File: config.mk
export PLATFORM = sky130hd
export DESIGN_NAME = calc_sequencer
export DESIGN_NICKNAME = d
export VERILOG_FILES = /design/src/rtl/calc_pkg.sv /design/src/rtl/watchdog_timer.sv /design/src/rtl/calc_sequencer.sv
export SDC_FILE = /design/constraint.sdc
export NUM_CORES = 1
export LEC_CHECK = 0
export ABC_AREA = 0
export CAP_MARGIN = 30
export CORE_MARGIN = 5
export CORE_UTILIZATION = 30
export DETAILED_ROUTE_END_ITERATION = 10
export GPL_TIMING_DRIVEN = 0
export PLACE_DENSITY = 0.53
export SETUP_SLACK_MARGIN = 0.05
export SYNTH_ARGS = -nofsm -noshare
export SYNTH_HDL_FRONTEND = slang
export SYNTH_SLANG_ARGS = --single-unit
File: constraint.sdc
create_clock -name clk -period 2.6 [get_ports clk]
set_input_delay 0.26 -clock clk [delete_from_list [all_inputs] [get_ports clk]]
set_output_delay 0.26 -clock clk [all_outputs]
set_load 0.005 [all_outputs]
File: src/rtl/calc_pkg.sv
// Shared constants and state encoding for the matrix calculator sequencer.
package calc_pkg;

    localparam logic [2:0] OP_TRANSPOSE = 3'd0;
    localparam logic [2:0] OP_ADD       = 3'd1;
    localparam logic [2:0] OP_SCALAR    = 3'd2;
    localparam logic [2:0] OP_MULTIPLY  = 3'd3;
    localparam logic [2:0] OP_CONV      = 3'd4;

    localparam logic [1:0] ERR_NONE    = 2'd0;
    localparam logic [1:0] ERR_SEL     = 2'd1;
    localparam logic [1:0] ERR_ALU     = 2'd2;
    localparam logic [1:0] ERR_TIMEOUT = 2'd3;

    typedef enum logic [3:0] {
        S_IDLE,
        S_SEL_CLR,
        S_SEL_GAP,
        S_SEL_START,
        S_SEL_WAIT,
        S_EXEC_START,
        S_EXEC_WAIT,
        S_RESULT,
        S_ERROR
    } state_t;

endpackage

File: src/rtl/watchdog_timer.sv
// Wait-state watchdog: counts enabled cycles since the last clear and flags
// the cycle on which the TIMEOUT-th enabled cycle completes.
module watchdog_timer #(
    parameter int TIMEOUT = 1024
) (
    input  logic clk,
    input  logic rst_n,
    input  logic clear,
    input  logic enable,
    output logic expired
);

    localparam int CW = $clog2(TIMEOUT);
    localparam logic [CW-1:0] LAST = CW'(TIMEOUT - 1);

    logic [CW-1:0] count;

    always_ff @(posedge clk or negedge rst_n) begin
        if (!rst_n) begin
            count <= '0;
        end else if (clear) begin
            count <= '0;
        end else if (enable && count != LAST) begin
            count <= count + CW'(1);
        end
    end

    assign expired = enable && (count == LAST);

endmodule

File: src/rtl/calc_sequencer.sv
// Operation sequencer: takes one command, runs the operand selector and then
// the compute unit, and reports a result pulse or an error code to the UI.
module calc_sequencer
    import calc_pkg::*;
#(
    parameter int TIMEOUT  = 1024,
    parameter int ERR_HOLD = 16
) (
    input  logic       clk,
    input  logic       rst_n,
    input  logic       cmd_valid,
    output logic       cmd_ready,
    input  logic [2:0] cmd_op,
    input  logic       cmd_manual,
    input  logic       abort,
    output logic       sel_start,
    output logic       sel_manual,
    output logic [2:0] sel_op,
    input  logic       sel_done,
    input  logic       sel_error,
    input  logic [3:0] sel_a,
    input  logic [3:0] sel_b,
    output logic       alu_start,
    output logic [2:0] alu_op,
    output logic [3:0] alu_id_a,
    output logic [3:0] alu_id_b,
    input  logic       alu_done,
    input  logic       alu_error,
    output logic       busy,
    output logic       result_valid,
    output logic [1:0] err_code,
    output logic [7:0] op_count,
    output logic [7:0] err_count
);

    localparam int HOLD_W = $clog2(ERR_HOLD + 1);
    localparam logic [HOLD_W-1:0] HOLD_LAST = HOLD_W'(ERR_HOLD - 1);

    state_t            state;
    logic [1:0]        aux_cnt;
    logic [HOLD_W-1:0] hold_cnt;
    logic              wd_clear;
    logic              wd_enable;
    logic              wd_expired;
    logic              err_hit;
    logic [1:0]        err_val;

    function automatic logic [7:0] sat_inc(input logic [7:0] v);
        return (v == 8'hFF) ? v : v + 8'd1;
    endfunction

    assign wd_clear  = (state == S_SEL_START) || (state == S_EXEC_START);
    assign wd_enable = (state == S_SEL_WAIT) || (state == S_EXEC_WAIT);

    watchdog_timer #(.TIMEOUT(TIMEOUT)) u_watchdog (
        .clk     (clk),
        .rst_n   (rst_n),
        .clear   (wd_clear),
        .enable  (wd_enable),
        .expired (wd_expired)
    );

    // Abort outranks everything; in SEL_WAIT the blanking counter gates the selector.
    always_comb begin
        err_hit = 1'b0;
        err_val = ERR_NONE;
        if (abort && state != S_IDLE && state != S_ERROR) begin
            err_hit = 1'b1;
            err_val = ERR_TIMEOUT;
        end else if (state == S_SEL_WAIT && aux_cnt == 2'd2) begin
            if (sel_error) begin
                err_hit = 1'b1;
                err_val = ERR_SEL;
            end else if (!sel_done && wd_expired) begin
                err_hit = 1'b1;
                err_val = ERR_TIMEOUT;
            end
        end else if (state == S_EXEC_WAIT) begin
            if (alu_error) begin
                err_hit = 1'b1;
                err_val = ERR_ALU;
            end else if (!alu_done && wd_expired) begin
                err_hit = 1'b1;
                err_val = ERR_TIMEOUT;
            end
        end
    end

    always_ff @(posedge clk or negedge rst_n) begin
        if (!rst_n) begin
            state        <= S_IDLE;
            aux_cnt      <= '0;
            hold_cnt     <= '0;
            cmd_ready    <= 1'b0;
            busy         <= 1'b0;
            sel_start    <= 1'b0;
            sel_manual   <= 1'b0;
            sel_op       <= '0;
            alu_start    <= 1'b0;
            alu_op       <= '0;
            alu_id_a     <= '0;
            alu_id_b     <= '0;
            result_valid <= 1'b0;
            err_code     <= ERR_NONE;
            op_count     <= '0;
            err_count    <= '0;
        end else begin
            sel_start    <= 1'b0;
            alu_start    <= 1'b0;
            result_valid <= 1'b0;
            if (err_hit) begin
                state     <= S_ERROR;
                err_code  <= err_val;
                err_count <= sat_inc(err_count);
                hold_cnt  <= '0;
                cmd_ready <= 1'b0;
                busy      <= 1'b1;
            end else begin
                case (state)
                    S_IDLE: begin
                        cmd_ready <= 1'b1;
                        busy      <= 1'b0;
                        if (cmd_valid && cmd_ready) begin
                            sel_op     <= cmd_op;
                            alu_op     <= cmd_op;
                            sel_manual <= cmd_manual;
                            cmd_ready  <= 1'b0;
                            busy       <= 1'b1;
                            sel_start  <= 1'b1;
                            // A selector parked in error gets a recovery pulse first.
                            state      <= sel_error ? S_SEL_CLR : S_SEL_START;
                        end
                    end
                    S_SEL_CLR: begin
                        aux_cnt <= '0;
                        state   <= S_SEL_GAP;
                    end
                    S_SEL_GAP: begin
                        if (aux_cnt == 2'd1) begin
                            sel_start <= 1'b1;
                            state     <= S_SEL_START;
                        end else begin
                            aux_cnt <= aux_cnt + 2'd1;
                        end
                    end
                    S_SEL_START: begin
                        aux_cnt <= '0;
                        state   <= S_SEL_WAIT;
                    end
                    S_SEL_WAIT: begin
                        if (aux_cnt != 2'd2) begin
                            aux_cnt <= aux_cnt + 2'd1;
                        end else if (sel_done) begin
                            alu_id_a  <= sel_a;
                            alu_id_b  <= sel_b;
                            alu_start <= 1'b1;
                            state     <= S_EXEC_START;
                        end
                    end
                    S_EXEC_START: begin
                        state <= S_EXEC_WAIT;
                    end
                    S_EXEC_WAIT: begin
                        if (alu_done) begin
                            result_valid <= 1'b1;
                            op_count     <= op_count + 8'd1;
                            state        <= S_RESULT;
                        end
                    end
                    S_RESULT: begin
                        cmd_ready <= 1'b1;
                        busy      <= 1'b0;
                        state     <= S_IDLE;
                    end
                    S_ERROR: begin
                        if (hold_cnt == HOLD_LAST) begin
                            err_code  <= ERR_NONE;
                            cmd_ready <= 1'b1;
                            busy      <= 1'b0;
                            state     <= S_IDLE;
                        end else begin
                            hold_cnt <= hold_cnt + HOLD_W'(1);
                        end
                    end
                    default: begin
                        state <= S_IDLE;
                    end
                endcase
            end
        end
    end

endmodule
==> qor.csv, run 1 <==
stage,metric,value,unit
sta,fmax,0.425,GHz
placement,routability congestion estimate from global placement,0.751,
global_routing,vias in the first global route,2111,
sta,final worst slack,0.246,ns
global_routing,met3 Track Usage GR,2.81,%
synth,mux cell area share after synthesis,6.58,%
die,Die Y,106,um
synth,XOR/XNOR Fraction of Synth Area,7.35,%
worst_setup_path,critical path type,reg -> reg,
synth,Synth Flop Type,dfrtp_1,
global_routing,most used routing layer,met2,
synth,yosys warns,0,
synth,post-synthesis simple-gate area fraction,20.2,%
synth,Compound-Gate Fraction of Synth Area,8.27,%
routing,Vias,2102,
sta,clk_skew,0.00356,ns
routing,vias per cell,4.87,
sta,Slew headroom,57.1,%
power_and_ir_drop,pwr/cell area,837,mW/mm^2
synth,Synthesized Nets,284,
synth,Synth area leaders,"dfrtp_1, mux2_2, xnor2_1",
worst_setup_path,critical path arrival,2.55,ns
worst_setup_path,CP max-delay cell,nor4b_4,
die,full die area,0.0111,mm^2
layout,Layout Nets,350,
routing,DRC viols,0,
global_routing,initial antenna violation count,0,
die,standard-cell rows,34,
global_routing,met2 Use GR,17.0,%
routing,number of routed nets with antenna violations,0,
placement,pre-CTS setup slack,0.0829,ns
synth,Yosys cell types,43,
placement,number of I/O port buffers,57,
worst_setup_path,CP cell instances,ha_1 > and4_1 > nand3_1 > o21ai_2 > nor4b_4 > mux2_2,
clock_tree,"CTS clk-pin slew, worst paths",0.10,ns
clock_tree,postcts setup bufs,0,
layout,P&R area growth vs syn,30.3,%
sta,period utilization,90.5,%
synth,Mapped Cells,257,
worst_setup_path,CP Launch Type,register,
synth,"Seq/Total Area, Yosys",51.2,%
clock_tree,CTS buffer count,5,
global_routing,global route total overflow,0,
routing,Detailed Route Iter0 Violations,89,
global_routing,largest net degree at the start of global routing,30,
global_routing,first-pass GRT wire length,10.2,mm
layout,layout cells sized above 1,12.3,%
sta,Slew @ Worst Pin,0.644,ns
worst_setup_path,worst-path maximum fanout,9,
sta,setup violators final,0,
sta,Tmin final,2.35,ns
worst_setup_path,R2R setup slack,0.25,ns
synth,Yosys reg bits,56,
worst_hold_path,Worst Hold Class,reg -> reg,
global_routing,Total GRT Usage,11.0,%
clock_tree,largest buffer count on any clock path,2,
routing,DR pass1 iterations,4,
synth,Synth top area share,51.2,%
synth,cell area after synthesis,0.00274,mm^2
routing,Routed Wire Length,5.84,mm
clock_tree,number of H-tree levels,2,
global_routing,M1 GR Usage,15.6,%
layout,Final Util,40.5,%
routing,wire length per cell,13.5,um
power_and_ir_drop,Static Leak,1.52,nW
worst_setup_path,worst setup path end,alu_id_a[0],
die,Placeable Area,0.00881,mm^2
worst_setup_path,CP peak stage delay,0.60,ns
worst_setup_path,Reg2Reg Capture Point,alu_id_a[0],
die,Initial Util,31.1,%
layout,diode count,0,
outcome,status,finished clean,
synth,Synth area leader,dfrtp_1,
synth,largest family of logic cells by synthesized area,simple AND/OR/NAND/NOR gates,
sta,hold slack,0.472,ns
die,I/O pin count,58,
clock_tree,CTS sink cnt,56,
die,Die W,106,um
sta,final count of hold timing violations,0,
sta,Max Slew Vio Count,0,
clock_tree,CTS tree,done,
clock_tree,clk_lat worst skew,0.30,ns
synth,fraction of registers with async set or reset after synthesis,100,%
run,Max-Cap Viols,0,
synth,syn avg cell area,10.7,um^2
worst_setup_path,RR Startpoint,u_watchdog.count[0],
worst_setup_path,Crit. End Element,register,
placement,hpwl dp,4.31,mm
worst_setup_path,R2R depth,6,
clock_tree,clk root buf,clkbuf_8,
power_and_ir_drop,worst vdd ir,0.000507,V
worst_setup_path,Worst Path Required,2.80,ns
sta,unrepaired setup endpoints after global routing,no,
synth,Synth Area in Adders,3.20,%
worst_setup_path,Setup crit start,u_watchdog.count[0],
synth,number of synthesized flops with an enable pin,0,
[registers in the layout (all words and copies together) (netlist names)]
name              count
alu_id_a              4
alu_id_b              4
alu_op                3
alu_start             1
aux_cnt               2
busy                  1
cmd_ready             1
err_code              2
err_count             8
hold_cnt              5
op_count              8
result_valid          1
sel_manual            1
sel_start             1
state                 4
u_watchdog.count     10
[cell type report]
cell class,count,area [um^2]
multi-input combinational,182,1250
inverter,8,30.0
sequential,56,1400
tap,108,135
buffer,11,58.8
clock inverter,1,7.51
timing repair buffer,59,596
clock buffer,7,86.3
fill,842,5240
[kinds of logic (layout without fill, tap and decap cells)]
kind of cell,after synthesis,in the layout
DFF,56,56
buffers and inverters,19,86
and+or+nand+nor,103,103
adders and majority gates,7,7
xor gates and xnor gates,23,23
AOI/OAI and AO/OA,33,33
muxes,16,16
[routing by layer]
layer | share of wire, % | vias up
met4 | 0.24 | 0
met5 | 0 | -
met2 | 45 | 48
met1 | 50 | 1010
li1 | - | 1040
met3 | 4.8 | 4
[how the worst min path moves through the flow]
stage	start	end	slack, ns	cells after the start
detailed placement	rst_n	err_count[3]	0.33	1
finish	op_count[7]	op_count[7]	0.47	1
global route	op_count[7]	op_count[7]	0.51	1
CTS	op_count[7]	op_count[7]	0.48	1
floorplan	rst_n	alu_id_a[0]	-0.04	0
global placement	op_count[7]	op_count[7]	0.46	1
[cells in the mapped netlist (3+ instances only)]
library cell,instances
and4_1,4
nor2_1,26
inv_1,8
nor3_1,5
o21ai_0,6
and3_1,5
buf_4,3
nand4_1,11
nand2_1,20
dfrtp_1,56
nand3_1,15
nand3b_1,3
xor2_1,11
a21oi_1,9
mux2_2,16
clkbuf_1,3
buf_2,5
xnor2_1,12
ha_1,7
nand2b_1,3
[cell usage in the layout (no fill, tap or decap), types with 9 or more instances in the layout]
cell             synthesis  layout
a21oi_1                  9       9
clkdlybuf4s50_1          0      56
dfrtp_1                 56      56
mux2_2                  16      16
nand2_1                 20      20
nand3_1                 15      15
nand4_1                 11      11
nor2_1                  26      26
xnor2_1                 12      12
xor2_1                  11      11
[timing repair]
item	4_1_cts	5_1_grt
gates resized for setup	0	1
hold buffers	1	0
hold endpoints to repair	8	0
setup endpoints to repair	0	11
[report_power, final]
part	total, W	switching, W	internal, W
clock network	0.000493	0.000275	0.000217
registers	0.00127	0.000189	0.00108
logic	0.00123	0.000552	0.000675
[critical path, delay by kind of cell, from the launching register on]
| family | cells | cell delay (ns) |
|---|---|---|
| fa+ha+maj | 1 | 0.28 |
| mux | 1 | 0.40 |
| compound gates | 1 | 0.11 |
| flops | 1 | 0.44 |
| simple gates | 3 | 1.01 |
[through the flow]
step                      setup TNS, ns  instances  area (um^2)  total power, W
final                                 0        432         3570         0.00299
after detailed placement              0        423         3460         0.00251
after CTS                             0        432         3560         0.00304
after floorplan                       0        257         2740         0.00197
after global routing                  0        432         3570         0.00324
after global placement           -36.26        422         3440         0.00251
Power figures use the tool's default switching activity.
==> inputs of run 2 (changes only) <==
Settings changed: CORE_MARGIN 5 to 2.
==> run 2 against run 1 <==
  * Die area fell by 11%
  * Maximum frequency fell by 0.10%
  * Flip-flop and latch count did not move
  * Clock power rose by 26%
  * Global-route usage rose by 0.89 points
  * Final cell count did not move
  * Count of clock-buffer cells in the layout did not move
  * Clock skew rose by 0.00073 ns
  * Sequential share of layout area fell by 0.29 points
  * Largest power group unchanged
==> qor.csv, run 2 (synthesis gave the netlist of run 1 again) <==
stage,metric,value,unit,change
clock_tree,"CTS clk-pin slew, worst paths",0.10,ns,about the same
layout,Finished Cell Area,0.00360,mm^2,+0.74%
global_routing,global route total overflow,0,,unchanged
layout,diode count,0,,unchanged
worst_hold_path,Worst Hold Class,in -> async,,
power_and_ir_drop,pwr/cell area,865,mW/mm^2,+3.3%
sta,final count of hold timing violations,0,,unchanged
sta,final worst slack,0.244,ns,-0.00240 ns
routing,wire length per cell,13.2,um,-2.2%
placement,pre-CTS setup slack,0.0714,ns,-0.0116 ns
worst_setup_path,CP max-delay cell,nor4b_1,,
worst_setup_path,Most common cell on crit path,buf_2,,
routing,number of routed nets with antenna violations,0,,unchanged
routing,DRC viols,0,,unchanged
sta,period utilization,90.6,%,+0.092 points
worst_setup_path,worst path bufs/invs,2,,+2
layout,fill count,876,,+4.0%
sta,Max Slew Vio Count,0,,unchanged
clock_tree,clk root buf,clkbuf_8,,
sta,clk_skew,0.00429,ns,+0.000734 ns
die,standard-cell rows,34,,unchanged
die,I/O pin count,58,,unchanged
routing,Routed Wire Length,5.71,mm,-2.2%
clock_tree,clk_lat worst skew,0.30,ns,about the same
clock_tree,CTS sink cnt,56,,unchanged
sta,unrepaired setup endpoints after global routing,no,,
placement,routability congestion estimate from global placement,0.843,,+12%
global_routing,vias in the first global route,2057,,-2.6%
clock_tree,largest buffer count on any clock path,2,,unchanged
global_routing,first-pass GRT wire length,9.54,mm,-6.9%
run,Max-Cap Viols,0,,unchanged
power_and_ir_drop,worst vdd ir,0.000477,V,-5.9%
worst_setup_path,CP Launch Type,register,,
layout,"commonest non-fill, non-tap cells in the layout","dfrtp_1, clkdlybuf4s50_1, nor2_1, nand2_1, mux2_2",,
sta,Tmin final,2.36,ns,+0.00240 ns
global_routing,largest net degree at the start of global routing,36,,+20%
layout,Final Util,40.8,%,+0.30 points
worst_setup_path,Crit. End Element,register,,
sta,Slew headroom,57.7,%,+0.68 points
worst_setup_path,Worst Path Required,2.84,ns,+0.04 ns
routing,Detailed Route Iter0 Violations,108,,+21%
clock_tree,number of H-tree levels,2,,unchanged
worst_setup_path,critical path type,reg -> reg,,
routing,vias per cell,4.94,,+1.6%
placement,number of I/O port buffers,57,,unchanged
clock_tree,CTS buffer count,5,,unchanged
outcome,status,finished clean,,
sta,hold slack,0.437,ns,-0.0350 ns
die,Initial Util,31.1,%,unchanged
worst_setup_path,worst-path maximum fanout,10,,+1
layout,Layout Nets,350,,unchanged
clock_tree,CTS tree,done,,
sta,fmax,0.424,GHz,-0.10%
clock_tree,PostCTS Resize Cnt,0,,unchanged
die,Die Y,99.6,um,-5.7%
worst_setup_path,critical path arrival,2.59,ns,+0.04 ns
sta,Slew @ Worst Pin,0.631,ns,-0.0129 ns
worst_setup_path,CP cell instances,buf_2 > nor4b_1 > a41oi_1 > o221ai_1 > buf_2 > nor3b_1 > xor2_1,,
layout,P&R area growth vs syn,31.3,%,
sta,TNS Setup,0,ns,unchanged
placement,hpwl dp,4.16,mm,-3.5%
die,Placeable Area,0.00881,mm^2,unchanged
die,full die area,0.00991,mm^2,-11%
routing,Vias,2135,,+1.6%
layout,largest register by flop count,u_watchdog.count,,
global_routing,initial antenna violation count,0,,unchanged
die,Die W,99.6,um,-5.7%
layout,number of flip-flops under the largest register name,10,,unchanged
sta,setup violators final,0,,unchanged
layout,biggest regs,"u_watchdog.count x10, err_count x8, op_count x8",,
placement,area of placed instances,0.00346,mm^2,unchanged
worst_setup_path,CP peak stage delay,0.43,ns,-0.17 ns
worst_setup_path,cell family with most CP delay,simple AND/OR/NAND/NOR gates,,
layout,layout cells sized above 1,12.3,%,unchanged
routing,DR pass1 iterations,4,,unchanged
power_and_ir_drop,Static Leak,1.54,nW,+1.3%
global_routing,Total GRT Usage,11.9,%,+0.89 points
run 2: changes by cell type in the layout (fill, tap and decap cells not counted), sizes merged:
cell	before	now
bufinv	0	1
clkinvlp	1	0
run 2: layout make-up:
type	instances	area [um^2]	share of cell area [%]
clock buffers	7	96.3	2.68
clock inverters	1	30.0	0.835
repair buffers	59	596	16.6
multi-input cells	182	1250	34.7
well taps	108	135	3.76
plain buffers	11	58.8	1.64
inverters	8	30.0	0.835
flip-flops and latches	56	1400	39.0
run 2: timing repair:
item                                   CTS  global route
endpoints found under the hold margin   21             0
hold buffers                             1             0
buffers inserted                         0             0
run 2: per-stage QoR:
| step | power [W] | instances |
|---|---|---|
| finish | 0.00311 | 432 |
| global route | 0.00335 | 432 |
| CTS | 0.00316 | 432 |
| detailed placement | 0.00251 | 423 |
| global placement | 0.00250 | 422 |
| floorplan | 0.00197 | 257 |
run 2: power by group:
group          leakage, nW  internal, W  switching [W]
Clock               0.0645     0.000340       0.000281
Sequential           0.734      0.00108       0.000191
Combinational        0.742     0.000674       0.000544
run 2: layer usage:
layer	up-vias	part of all wire, %	global-route usage (%)
li1	1036	-	-
met1	1037	48	15.8
met2	58	45	19.3
met3	4	6.1	3.58
met4	0	0.51	2.21
met5	-	0	0
run 2: path summary, 6_finish.rpt:
path	startpoint	to	slack, ns	depth (start not counted)
setup / recovery	state[0]	err_count[3]	0.24	7
hold / removal	rst_n	err_count[3]	0.44	2
setup reg to reg	state[0]	err_count[3]	0.24	7
hold reg to reg	op_count[7]	op_count[7]	0.48	1
max in group asynchronous	rst_n	u_watchdog.count[5]	1.60	3
min in group clk	op_count[7]	op_count[7]	0.48	1
==> inputs of run 3 (changes only) <==
Settings changed: CTS_BUF_LIST set to sky130_fd_sc_hd__clkbuf_16, MAX_ROUTING_LAYER set to met4.
==> run 3 against run 2 <==
  * Sequential power is essentially flat
  * Worst hold slack gained 0.019 ns
  * Design area grew 1.0%
  * Register-to-register slack is essentially flat
  * Critical path type unchanged
  * Largest cell class unchanged
  * Largest power group unchanged
==> qor.csv, run 3 (synthesis gave the netlist of run 1 again) <==
stage,metric,value,unit,change
outcome,status,finished clean,,
worst_setup_path,worst setup path end,err_count[3],,
worst_setup_path,RR Startpoint,state[0],,
sta,period utilization,90.5,%,-0.10 points
worst_setup_path,CP cell instances,buf_2 > nor4b_1 > a41oi_1 > o221ai_1 > buf_2 > nor3b_1 > xor2_1,,
sta,Slew @ Worst Pin,0.601,ns,-0.0300 ns
layout,"commonest non-fill, non-tap cells in the layout","dfrtp_1, clkdlybuf4s50_1, nor2_1, nand2_1, mux2_2",,
clock_tree,"CTS clk-pin slew, worst paths",0.07,ns,-0.03 ns
die,Die W,99.6,um,unchanged
worst_setup_path,CP max-delay cell,nor4b_1,,
layout,fill count,876,,unchanged
worst_setup_path,cell count along the critical path,7,,unchanged
worst_setup_path,Reg2Reg Capture Point,err_count[3],,
die,Initial Util,31.1,%,unchanged
clock_tree,postcts setup bufs,0,,unchanged
global_routing,first-pass GRT wire length,9.61,mm,+0.80%
routing,Routed Wire Length,5.74,mm,+0.60%
layout,diode count,0,,unchanged
clock_tree,clk root buf,clkbuf_16,,
worst_setup_path,cell family with most CP delay,simple AND/OR/NAND/NOR gates,,
worst_setup_path,Most common cell on crit path,buf_2,,
layout,Layout Nets,350,,unchanged
clock_tree,number of H-tree levels,2,,unchanged
routing,Vias,2128,,-0.33%
sta,fmax,0.425,GHz,+0.11%
placement,hpwl dp,4.16,mm,unchanged
global_routing,global route total overflow,0,,unchanged
clock_tree,clk_lat worst skew,0.29,ns,about the same
layout,P&R area growth vs syn,32.6,%,
power_and_ir_drop,worst vdd ir,0.000553,V,+16%
worst_setup_path,critical path arrival,2.57,ns,-0.02 ns
die,full die area,0.00991,mm^2,unchanged
global_routing,initial antenna violation count,0,,unchanged
placement,Cells after DPL,423,,unchanged
placement,number of I/O port buffers,57,,unchanged
worst_setup_path,worst-path maximum fanout,10,,unchanged
sta,Slew headroom,59.8,%,+2.0 points
die,Placeable Area,0.00881,mm^2,unchanged
worst_setup_path,CP peak stage delay,0.43,ns,about the same
die,I/O pin count,58,,unchanged
power_and_ir_drop,Static Leak,1.55,nW,+0.94%
sta,unrepaired setup endpoints after global routing,no,,
clock_tree,CTS tree,done,,
layout,"non-filler cells, final",432,,unchanged
power_and_ir_drop,pwr/cell area,893,mW/mm^2,+3.3%
sta,setup violators final,0,,unchanged
placement,routability congestion estimate from global placement,0.856,,+1.6%
worst_hold_path,Worst Hold Class,in -> async,,
global_routing,Total GRT Usage,12.4,%,+0.55 points
sta,final worst slack,0.246,ns,+0.00265 ns
clock_tree,largest buffer count on any clock path,2,,unchanged
global_routing,vias in the first global route,2063,,+0.29%
worst_setup_path,Worst Path Required,2.82,ns,-0.02 ns
run,Max-Cap Viols,0,,unchanged
placement,pre-CTS setup slack,0.0714,ns,unchanged
die,Die Y,99.6,um,unchanged
die,standard-cell rows,34,,unchanged
worst_setup_path,Crit. End Element,register,,
worst_setup_path,R2R setup slack,0.25,ns,about the same
sta,Max Slew Vio Count,0,,unchanged
routing,DR pass1 iterations,4,,unchanged
layout,number of flip-flops under the largest register name,10,,unchanged
sta,final count of hold timing violations,0,,unchanged
layout,largest register by flop count,u_watchdog.count,,
clock_tree,PostCTS Resize Cnt,0,,unchanged
sta,Tmin final,2.35,ns,-0.00265 ns
global_routing,largest net degree at the start of global routing,36,,unchanged
routing,wire length per cell,13.3,um,+0.60%
sta,clk_skew,0.00429,ns,-0.00000482 ns
routing,Detailed Route Iter0 Violations,96,,-11%
clock_tree,CTS buffer count,5,,unchanged
layout,layout cells sized above 1,11.7,%,-0.62 points
routing,vias per cell,4.93,,-0.33%
worst_setup_path,critical path type,reg -> reg,,
routing,number of routed nets with antenna violations,0,,unchanged
worst_setup_path,R2R depth,7,,unchanged
clock_tree,CTS sink cnt,56,,unchanged
worst_setup_path,Setup crit start,state[0],,
worst_setup_path,CP Launch Type,register,,
worst_setup_path,worst path bufs/invs,2,,unchanged
routing,DRC viols,0,,unchanged
layout,biggest regs,"u_watchdog.count x10, err_count x8, op_count x8",,
run 3: changes by cell type in the layout (fill, tap and decap cells not counted):
cell | previous run | this run
clkinv_1 | 0 | 2
clkbuf_16 | 0 | 5
clkbuf_8 | 7 | 0
run 3: worst register-to-register path, stage by stage, from the launching register on:
cell and delay [ns]:
dfrtp_1 0.40, buf_2 0.19, nor4b_1 0.43, a41oi_1 0.19, o221ai_1 0.35, buf_2 0.28, nor3b_1 0.27, xor2_1 0.17
run 3: final cells by class:
class	instances	area (um^2)	area share (%)
Timing Repair Buffer	59	596	16.4
Multi-Input combinational cell	182	1250	34.4
Tap cell	108	135	3.72
Inverter	8	30.0	0.827
Clock inverter	3	37.5	1.03
Sequential cell	56	1400	38.6
Buffer	11	58.8	1.62
Clock buffer	5	125	3.44
run 3: worst min path at each step:
| stage | from | to | slack, ns | cells past startpoint |
|---|---|---|---|---|
| after floorplan | rst_n | alu_id_a[0] | -0.04 | 0 |
| after global placement | op_count[7] | op_count[7] | 0.46 | 1 |
| after detailed placement | rst_n | err_count[3] | 0.27 | 1 |
| after CTS | rst_n | err_count[3] | 0.48 | 2 |
| after global routing | rst_n | err_count[3] | 0.51 | 2 |
| final | rst_n | err_count[3] | 0.46 | 2 |
run 3: power by group:
group	total, W	switching (W)	internal, W
clock network	0.000754	0.000305	0.000449
registers	0.00127	0.000192	0.00108
logic	0.00122	0.000544	0.000674
total	0.00324	0.00104	0.00220
run 3: layer usage:
layer | share of wire, % | GRT usage, %
met4 | 0.50 | 2.21
met1 | 49 | 16.4
met3 | 5.1 | 3.65
met2 | 45 | 19.2
met5 | 0 | -
run 3: per-stage QoR:
step | utilization [%] | hold slack [ns] | area [um^2] | total power, W | TNS, ns
after global routing | 41.2 | 0.510 | 3630 | 0.00349 | 0
final | 41.2 | 0.456 | 3630 | 0.00324 | 0
after detailed placement | 39.3 | 0.270 | 3460 | 0.00251 | 0
after global placement | 39.1 | 0.464 | 3440 | 0.00250 | -35.04
after CTS | 41.2 | 0.485 | 3630 | 0.00329 | 0
after floorplan | - | -0.0356 | 2740 | 0.00197 | 0
run 3: timing repair:
item | in CTS | in global routing
hold buffers | 1 | 0
endpoints found under the hold margin | 21 | 0
endpoints found under the setup margin | 0 | 0
